### src/rtl/panda_pkg.sv
// Shared types for the panda iterative divider: operation encoding, FSM states
// and small operation-decode helpers.
package panda_pkg;

    typedef enum logic [1:0] {
        DIV  = 2'd0,
        DIVU = 2'd1,
        REM  = 2'd2,
        REMU = 2'd3
    } div_op_e;

    typedef enum logic [1:0] {
        IDLE = 2'd0,
        CALC = 2'd1,
        DONE = 2'd2
    } div_state_e;

    function automatic logic is_rem_op(input div_op_e op);
        return (op == REM) || (op == REMU);
    endfunction

    function automatic logic is_signed_op(input div_op_e op);
        return (op == DIV) || (op == REM);
    endfunction

endpackage

### src/rtl/panda_adder.sv
// Generic adder/subtractor; subtraction is done as a + ~b + 1.
module panda_adder #(
    parameter int Width = 33
) (
    input  logic [Width-1:0] a_i,
    input  logic [Width-1:0] b_i,
    input  logic             subtract_i,
    output logic [Width-1:0] sum_o
);

    logic [Width-1:0] b_eff;

    assign b_eff = subtract_i ? ~b_i : b_i;
    assign sum_o = a_i + b_eff + {{(Width-1){1'b0}}, subtract_i};

endmodule

### src/rtl/panda_divider.sv
// Iterative restoring divider (RISC-V M DIV/DIVU/REM/REMU), one quotient bit per
// cycle, with fast paths for divide-by-zero and signed overflow.
module panda_divider
    import panda_pkg::*;
#(
    parameter int Width = 32
) (
    input  logic             clk_i,
    input  logic             rst_ni,
    input  logic             valid_i,
    output logic             ready_o,
    input  div_op_e          operator_i,
    input  logic [Width-1:0] operand_a_i,
    input  logic [Width-1:0] operand_b_i,
    output logic             valid_o,
    input  logic             ready_i,
    output logic [Width-1:0] result_o
);

    localparam int CntW = $clog2(Width) + 1;
    localparam logic [CntW-1:0] LastStep = CntW'(Width - 1);

    div_state_e       state_q;
    div_op_e          op_q;
    logic [Width-1:0] dvd_q;
    logic [Width-1:0] dsr_q;
    logic [Width-1:0] rem_q;
    logic [Width-1:0] result_q;
    logic [CntW-1:0]  cnt_q;
    logic             neg_q;
    logic             ready_q;
    logic             valid_q;

    logic                    sgn_op, sign_a, sign_b, div_zero, sgn_ovf;
    logic signed [Width:0]   neg_a, neg_b, trial, fix;
    logic [Width-1:0]        mag_a, mag_b;
    logic [Width:0]          rem_shift;
    logic                    step_ok;
    logic [Width-1:0]        rem_next, quot_next, final_mag, final_res;
    logic                    unused_msbs;

    // Acceptance: magnitudes of signed operands and fast-path detection
    assign sgn_op   = is_signed_op(operator_i);
    assign sign_a   = sgn_op & operand_a_i[Width-1];
    assign sign_b   = sgn_op & operand_b_i[Width-1];
    assign div_zero = (operand_b_i == '0);
    assign sgn_ovf  = sgn_op && (operand_a_i == {1'b1, {(Width-1){1'b0}}}) && (operand_b_i == '1);

    panda_adder #(.Width(Width+1)) u_neg_a (
        .a_i({(Width+1){1'b0}}), .b_i({1'b0, operand_a_i}), .subtract_i(1'b1), .sum_o(neg_a)
    );
    panda_adder #(.Width(Width+1)) u_neg_b (
        .a_i({(Width+1){1'b0}}), .b_i({1'b0, operand_b_i}), .subtract_i(1'b1), .sum_o(neg_b)
    );

    assign mag_a = sign_a ? neg_a[Width-1:0] : operand_a_i;
    assign mag_b = sign_b ? neg_b[Width-1:0] : operand_b_i;

    // Iteration: quotient bits shift into the vacated LSBs of the dividend register
    assign rem_shift = {rem_q, dvd_q[Width-1]};

    panda_adder #(.Width(Width+1)) u_trial (
        .a_i(rem_shift), .b_i({1'b0, dsr_q}), .subtract_i(1'b1), .sum_o(trial)
    );

    assign step_ok   = ~trial[Width];
    assign rem_next  = step_ok ? trial[Width-1:0] : rem_shift[Width-1:0];
    assign quot_next = {dvd_q[Width-2:0], step_ok};
    assign final_mag = is_rem_op(op_q) ? rem_next : quot_next;

    // Completion: sign correction folded into the last step
    panda_adder #(.Width(Width+1)) u_fix (
        .a_i({(Width+1){1'b0}}), .b_i({1'b0, final_mag}), .subtract_i(1'b1), .sum_o(fix)
    );

    assign final_res   = neg_q ? fix[Width-1:0] : final_mag;
    assign unused_msbs = ^{neg_a[Width], neg_b[Width], fix[Width]};

    always_ff @(posedge clk_i) begin
        if (!rst_ni) begin
            state_q  <= IDLE;
            op_q     <= DIVU;
            dvd_q    <= '0;
            dsr_q    <= '0;
            rem_q    <= '0;
            result_q <= '0;
            cnt_q    <= '0;
            neg_q    <= 1'b0;
            ready_q  <= 1'b1;
            valid_q  <= 1'b0;
        end else begin
            unique case (state_q)
                IDLE: begin
                    if (valid_i) begin
                        op_q    <= operator_i;
                        ready_q <= 1'b0;
                        if (div_zero) begin
                            result_q <= is_rem_op(operator_i) ? operand_a_i : '1;
                            valid_q  <= 1'b1;
                            state_q  <= DONE;
                        end else if (sgn_ovf) begin
                            result_q <= is_rem_op(operator_i) ? '0 : operand_a_i;
                            valid_q  <= 1'b1;
                            state_q  <= DONE;
                        end else begin
                            dvd_q   <= mag_a;
                            dsr_q   <= mag_b;
                            rem_q   <= '0;
                            cnt_q   <= '0;
                            neg_q   <= is_rem_op(operator_i) ? sign_a : (sign_a ^ sign_b);
                            state_q <= CALC;
                        end
                    end
                end
                CALC: begin
                    dvd_q <= quot_next;
                    rem_q <= rem_next;
                    cnt_q <= cnt_q + 1'b1;
                    if (cnt_q == LastStep) begin
                        result_q <= final_res;
                        valid_q  <= 1'b1;
                        state_q  <= DONE;
                    end
                end
                DONE: begin
                    if (ready_i) begin
                        valid_q <= 1'b0;
                        ready_q <= 1'b1;
                        state_q <= IDLE;
                    end
                end
                default: begin
                    state_q <= IDLE;
                end
            endcase
        end
    end

    assign ready_o  = ready_q;
    assign valid_o  = valid_q;
    assign result_o = result_q;

endmodule
### config.mk
export PLATFORM = sky130hd
export DESIGN_NAME = panda_divider
export DESIGN_NICKNAME = d
export VERILOG_FILES = /design/src/rtl/panda_pkg.sv /design/src/rtl/panda_adder.sv /design/src/rtl/panda_divider.sv
export SDC_FILE = /design/constraint.sdc
export NUM_CORES = 1
export LEC_CHECK = 0
export ABC_AREA = 1
export CAP_MARGIN = 30
export CORE_MARGIN = 4
export CORE_UTILIZATION = 45
export CTS_CLUSTER_SIZE = 16
export DETAILED_ROUTE_END_ITERATION = 6
export PLACE_DENSITY_LB_ADDON = 0.12
export SYNTH_ARGS = -nofsm -noshare
export SYNTH_HDL_FRONTEND = slang
export SYNTH_SLANG_ARGS = --single-unit
### constraint.sdc
create_clock -name clk_i -period 3.3 [get_ports clk_i]
set_input_delay 0.33 -clock clk_i [delete_from_list [all_inputs] [get_ports clk_i]]
set_output_delay 0.33 -clock clk_i [all_outputs]
set_load 0.03 [all_outputs]
==> Word level (Yosys, flattened, before mapping) <==
Cells that the tools add are included.
{ "op_classes": {"addsub": 6, "eq_ne": 15, "muxes": 40, "bitwise": 10, "n_reduce_logical": 18} }
{ "op_table": {"columns": ["operator", "count"], "rows": [
  ["two-way mux 32 bit", 17],
  ["case mux 32 bit (2 select lines)", 3],
  ["adder 32 x 1 -> 32 bit (second input constant)", 3],
  ["NOT 32 bit", 3],
  ["equality test 32 bit (second input constant)", 2],
  ["adder 33 x 1 -> 33 bit (second input constant)", 1],
  ["adder 33 bit", 1],
  ["NOT 32 -> 33 bit", 1],
  ["logical NOT 32 bit", 1],
  ["two-way mux 6 bit", 3],
  ["case mux 6 bit (2 select lines)", 1],
  ["AND reduction 4 bit", 3],
  ["equality test 2 bit (second input constant)", 5],
  ["two-way mux 2 bit", 5],
  ["!= test 2 bit (second input constant)", 5],
  ["two-way mux 1 bit", 8],
  ["adder 6 x 1 -> 6 bit (second input constant)", 1],
  ["equality test 6 x 5 -> 1 bit (second input constant)", 1],
  ["case mux 2 bit (3 select lines)", 1],
  ["AND reduction 3 bit", 2],
  ["AND reduction 5 bit", 1],
  ["logical NOT 2 bit", 2],
  ["nonzero test 2 bit", 2],
  ["logical OR 1 bit", 3],
  ["other kinds (10)", 14]
]} }
{ "totals": {"ff_bits": 141, "input_bits": 70, "out_inout_bits": 34, "word_cells": 99} }

==> Longest topological paths before layout <==
{ "logic_depth": {"ltp_word": 10, "ltp_mapped": 31} }

==> Hierarchy <==
From an unflattened synthesis, not the netlist that was laid out.
{ "hier_totals": {"hier_cells": 3415, "area_unflattened_um2": 19193.4} }
{ "modules_own_cells": {"columns": ["module", "instances", "cells_per_inst", "area_each_um2", "seq_area_each_um2"], "rows": [
  ["panda_divider", 1, 1407, 8639.5, 2802.7],
  ["panda_adder at u_fix ...", 2, 501, 2642.5, 0.0],
  ["panda_adder at u_trial", 1, 503, 2663.8, 0.0],
  ["panda_adder at u_neg_b", 1, 503, 2605.0, 0.0]
]} }

==> Least setup slack after synthesis <==
No wires, ideal clock.
{ "synth_timing": {"path_kind": "flip-flop to flip-flop", "start": "register dvd_q[31]", "end": "register result_q[14], in the netlist result_o[14]", "setup_ns": 0.070, "arrival_ns": 3.160, "setup_slack_ns": 0.070, "path_stages_with_launch": 29, "n_path_buf": 1, "period_less_slack_ns": 3.230, "cell_sequence": "dfxtp_1 inv_1 ha_1 fa_1 inv_1 nand2_1 nand2_1 nand3_2 nand2_4 nand2_4 nand2_4 nand2_4 nand2_4 nand2_4 nand2_4 buf_12 nand2_2 o21ai_2 nand2_1 nand2_2 ha_1 nand3_4 nor2_4 nand2_2 o21bai_4 nor2_1 nor2_1 nand2_1 a21oi_1"} }
{ "synth_via": {"elab_chain_len": 9, "word_cells_on_any_way": 10, "cone_classes": "add/sub (3); mux (5); bitwise (2)"} }
{ "synth_rtl": {"columns": ["element", "line_no", "source"], "rows": [
  ["start, declared", "panda_divider.sv:25", "logic [Width-1:0] dvd_q;"],
  ["start signal, assigned", "panda_divider.sv:106", "dvd_q <= mag_a;"],
  ["start signal, assigned", "panda_divider.sv:116", "dvd_q <= quot_next;"],
  ["adder 33 bit", "panda_adder.sv:14", "assign sum_o = a_i + b_eff + {{(Width-1){1'b0}}, subtract_i};"],
  ["adder 33 x 1 -> 33 bit", "panda_adder.sv:14", null],
  ["two-way mux 32 bit / NOT 1 bit (equally long branches)", "panda_divider.sv:67, panda_divider.sv:66", null],
  ["two-way mux 32 bit (*)", "panda_divider.sv:69", "assign final_mag = is_rem_op(op_q) ? rem_next : quot_next;"],
  ["NOT 32 bit", "panda_adder.sv:13", "assign b_eff = subtract_i ? ~b_i : b_i;"],
  ["adder 32 x 1 -> 32 bit", "panda_adder.sv:14", null],
  ["two-way mux 32 bit (*)", "panda_divider.sv:76", "assign final_res = neg_q ? fix[Width-1:0] : final_mag;"],
  ["two-way mux 32 bit (*)", "panda_divider.sv:119", "if (cnt_q == LastStep) begin"],
  ["case mux 32 bit (2 select lines) (*)", "panda_divider.sv:92", "unique case (state_q)"],
  ["end signal, assigned", "panda_divider.sv:98", "result_q <= is_rem_op(operator_i) ? operand_a_i : '1;"],
  ["end signal, assigned", "panda_divider.sv:102", "result_q <= is_rem_op(operator_i) ? '0 : operand_a_i;"],
  ["end signal, assigned", "panda_divider.sv:120", "result_q <= final_res;"],
  ["end, declared", "panda_divider.sv:28", "logic [Width-1:0] result_q;"]
]} }
Mark *: on every way between the ends. The rest lies on a longest branch, timed or not. The select of a mux whose other input is x is not followed.
A chain may end at the register's enable or synchronous reset.

==> Final worst setup path <==
{ "layout_timing": {"start": "register dsr_q[24]", "end": "register result_q[8], in the netlist result_o[8]"} }
{ "layout_via": {"elab_chain_len": 10, "word_cells_on_any_way": 11, "cone_classes": "add/sub (3); mux (5); bitwise (3)"} }
{ "layout_rtl": {"columns": ["element", "line_no", "source"], "rows": [
  ["start, declared", "panda_divider.sv:26", "logic [Width-1:0] dsr_q;"],
  ["start signal, assigned", "panda_divider.sv:107", "dsr_q <= mag_b;"],
  ["NOT 32 -> 33 bit (*)", "panda_adder.sv:13", null],
  ["adder 33 bit (*)", "panda_adder.sv:14", null],
  ["adder 33 x 1 -> 33 bit (*)", "panda_adder.sv:14", null],
  ["two-way mux 32 bit / NOT 1 bit (equally long branches)", "panda_divider.sv:67, panda_divider.sv:66", null],
  ["two-way mux 32 bit (*)", "panda_divider.sv:69", null],
  ["NOT 32 bit", "panda_adder.sv:13", null],
  ["adder 32 x 1 -> 32 bit", "panda_adder.sv:14", null],
  ["two-way mux 32 bit (*)", "panda_divider.sv:76", null],
  ["two-way mux 32 bit (*)", "panda_divider.sv:119", null],
  ["case mux 32 bit (2 select lines) (*)", "panda_divider.sv:92", null]
]} }
Marks and branches as above.

==> impl_metrics.toml <==
[sta]
maxSlewHeadroom_pct = 46.53
report.final.slew_viol_count = 0
setup_violations = 3
maxClockFrequency_mhz = 300.2
hold_viol_final = 0
fin_crit_sh_pct = 100.9
min_period_ps = 3331
fin_ws_ps = -31.14
worst_pin_slew_ps = 802.1
rsz0062_at_grt = "yes"
skew_ps = 13.10
whs_ps = 388.1

[worst_setup_path]
reg2reg_slack_ps = -30
cp_top_family = "simple AND/OR/NAND/NOR gates"
crit_buf_inv = 6
worstPathRequired_ps = 3660
r2r_cells = 23
slowest_delay_ps = 350
worst-path-stages = 23
cp.arrival_ps = 3690
rr_startpoint = "dsr_q[24]"
critPathMaxFanout = 5
crit_path_end_kind = "register"
crit_slowest_cell = "dfxtp_2"
path_cells = "inv_2 -> ha_1 -> nand2_2 -> nor2_1 -> nand2_2 -> inv_1 -> a21oi_4 -> buf_12 -> nand3_4 -> buf_12 -> nand2_8 -> nand2_1 -> o21ai_2 -> nand2_1 -> nand2_2 -> ha_4 -> nand3_4 -> nor2_4 -> buf_4 -> buf_4 -> nor3_1 -> nand3b_1 -> a31oi_1"
cpMostUsedCell = "nand2_2"
crit_type = "reg2reg"
reg2reg_to = "result_o[8]"
worst_setup_path_start_kind = "register"

[status]
violations = "negative setup slack"
status = "finished with violations"

[global_route]
grt_max_degree = 75
grt_util_all_layers_pct = 30.38
first_global_vias = 13719
grt_pass1_wl_mm = 74.58
overflow = 0
antenna_found_initial = 0

[placed_design]
gp_congestion = 0.9297
dpl.hpwl_mm = 36.75
port_buffers = 103
place_ws_ps = -784.2

[clock_network]
cts_buffer_depth = 2
ctsHoldBuffers = 0
clk_pin_slew_ps = 70
insertion_delay_ps = 430
cts_tree = "yes"
cts_buffers = 17
h-tree-depth = 4
ctsRootBufferMaster = "clkbuf_16"
cts.sinks = 140

[detailed_routing]
ant_nets = 0
via_per_inst = 5.429
remaining_drc_errors = 0
num_vias = 15110
initialDrtViolationCount = 1422
drt_first_pass_iters = 5
wl_mm = 49.33
wl_per_cell_um = 17.72

[yosys]
synth_adder_area_share_pct = 4.180
synth_edf_count = 0
synth_top_family_by_area = "simple AND/OR/NAND/NOR gates"
muxShareOfSynthArea_pct = 0
synth-compound-area-share_pct = 17.75
avgSynthCellArea_um2 = 5.949
synth_seq_area_share_pct = 22.51
yosys.area_share.simple_pct = 39.78
synthTopCellsByCount = "nand2_1 (598), inv_1 (237), a21oi_1 (172)"
syn_nets = 2204
ys_ff_latch = 140
yosys.area_share.xor_xnor_pct = 4.783
syn_inst = 2093
yosys_warnings = 0
yosysMostFrequentCell = "nand2_1"
synthFlopType = "dfxtp_1"
synth.area.top_cells = "dfxtp_1 (23%), nand2_1 (18%), inv_1 (7.1%)"
synthArstFlopShare_pct = 0
synth_cell_types = 53
mappedNetlistArea_um2 = 12450
yosysTopAreaCell = "dfxtp_1"
synth_top_area_share_pct = 22.51

[pwr]
p_sw_share_pct = 48.20
pwr-share-clk_pct = 15.3
pwr_density_cell_nw_per_um2 = 731.8
combPwrFrac_pct = 65.4
power.share.sequential_pct = 19.4
p_int_mw = 6.552
max-vdd-ir-drop_mv = 0.7947
switchingPower_mw = 6.098
p_total_mw = 12.65
p_leak_nw = 7.963

[die]
initial_utilization_pct = 45.94
die-area_um2 = 30390
placementRows = 60
core-area_um2 = 27100
dieWidth_um = 174.3
fp.dieH_um = 174.3
io_pins = 104

[layout]
nets = 2509
syn2layout_area_growth_pct = 38.84
antenna_cells = 0
drive_above_1_share_pct = 24.64

[run]
maxCapViolCount = 0

[worst_hold_path]
min-delay-start = "operand_a_i[0]"
hp-class = "in2reg"
whs_path_depth = 4
hold_end = "dvd_q[0]"
## cell usage in the layout, fill, tap and decap left out, types with 25 or more instances in the layout
cell type        netlist  routed
a21oi_1              172     158
buf_4                  1     244
clkdlybuf4s50_1        0     100
dfxtp_1              140     127
ha_4                   0      25
inv_1                237     219
inv_2                 11      28
nand2_1              598     554
nand2_2               44      78
nand3_1              153     130
nand3_2                8      29
nand4_1               34      34
nor2_1               161     148
nor3_1                29      27
o21ai_0              140     135
xor2_1                49      49
## power groups by stage
| stage | combinational [mW] | clock, mW | sequential, mW |
|---|---|---|---|
| global placement | 6.90 | 0 | 2.45 |
| global route | 8.92 | 2.00 | 2.48 |
| detailed placement | 6.91 | 0 | 2.46 |
| floorplan | 3.87 | 0 | 2.64 |
| finish | 8.27 | 1.93 | 2.45 |
| CTS | 7.45 | 1.94 | 2.44 |
## worst max path at each step
stage | from | endpoint | slack (ps)
after CTS | dvd_q[31] | result_o[30] | -7
after floorplan | dvd_q[31] | result_o[14] | 70
after global placement | operand_a_i[0] | dvd_q[30] | -720
after global routing | dvd_q[31] | result_o[8] | -210
final | dsr_q[24] | result_o[8] | -30
after detailed placement | operand_a_i[0] | dvd_q[30] | -780
## layer usage
metal  GRT usage (%)  vias up  part of all wire, %
met5               0        -                    0
met4           5.972        0                  2.2
met3           3.610       79                  6.9
met2           49.46      539                   45
met1           43.48     7027                   46
li1                -     7465                    -
## flip-flops by register name, summed over array words and instances (netlist names), 2 cells and up
name and flops:
dsr_q 32, dvd_q 32, rem_q 32, result_o 32, cnt_q 6, state_q 2
## through the flow
stage / util [%] / area [um^2] / TNS [ps] / cells
3_5_place_dp: 55.86 / 15140 / -79850 / 2683
6_report: 63.79 / 17290 / -47.24 / 2783
4_1_cts: 60.97 / 16520 / -12.60 / 2754
2_1_floorplan: - / 12450 / 0 / 2093
5_1_grt: 63.79 / 17290 / -3688 / 2783
3_3_place_gp: 55.86 / 15140 / -70590 / 2683
## kinds of logic (layout without fill, tap and decap cells)
family	after synthesis	in the layout
AND/OR/NAND/NOR	1107	1109
AO/OA/AOI/OAI	398	398
adder cells (fa/ha/maj)	41	41
buffers and inverters	339	655
XOR/XNOR	68	68
flip-flops	140	140
## worst min-delay path, stage by stage
cell and delay, ps:
dlymetal6s2s_1 140, buf_4 150, nand2_1 70, a31oi_1 70
## repair_timing
action,CTS,global route
setup buffers,35,24
gates cloned,4,5
endpoints found under the setup margin,103,102
pin swaps,49,73
gates resized for setup,98,119
## layout make-up
| cell class | count | area, um^2 |
|---|---|---|
| fillers | 2628 | 9814 |
| multi-input cells | 1616 | 9150 |
| repair buffers | 372 | 3328 |
| flip-flops and latches | 140 | 2819 |
| inverters | 251 | 959.7 |
| well taps | 372 | 465.4 |
| clock buffers | 18 | 429.2 |
| clock inverters | 14 | 135.1 |
Power figures use the tool's default switching activity.
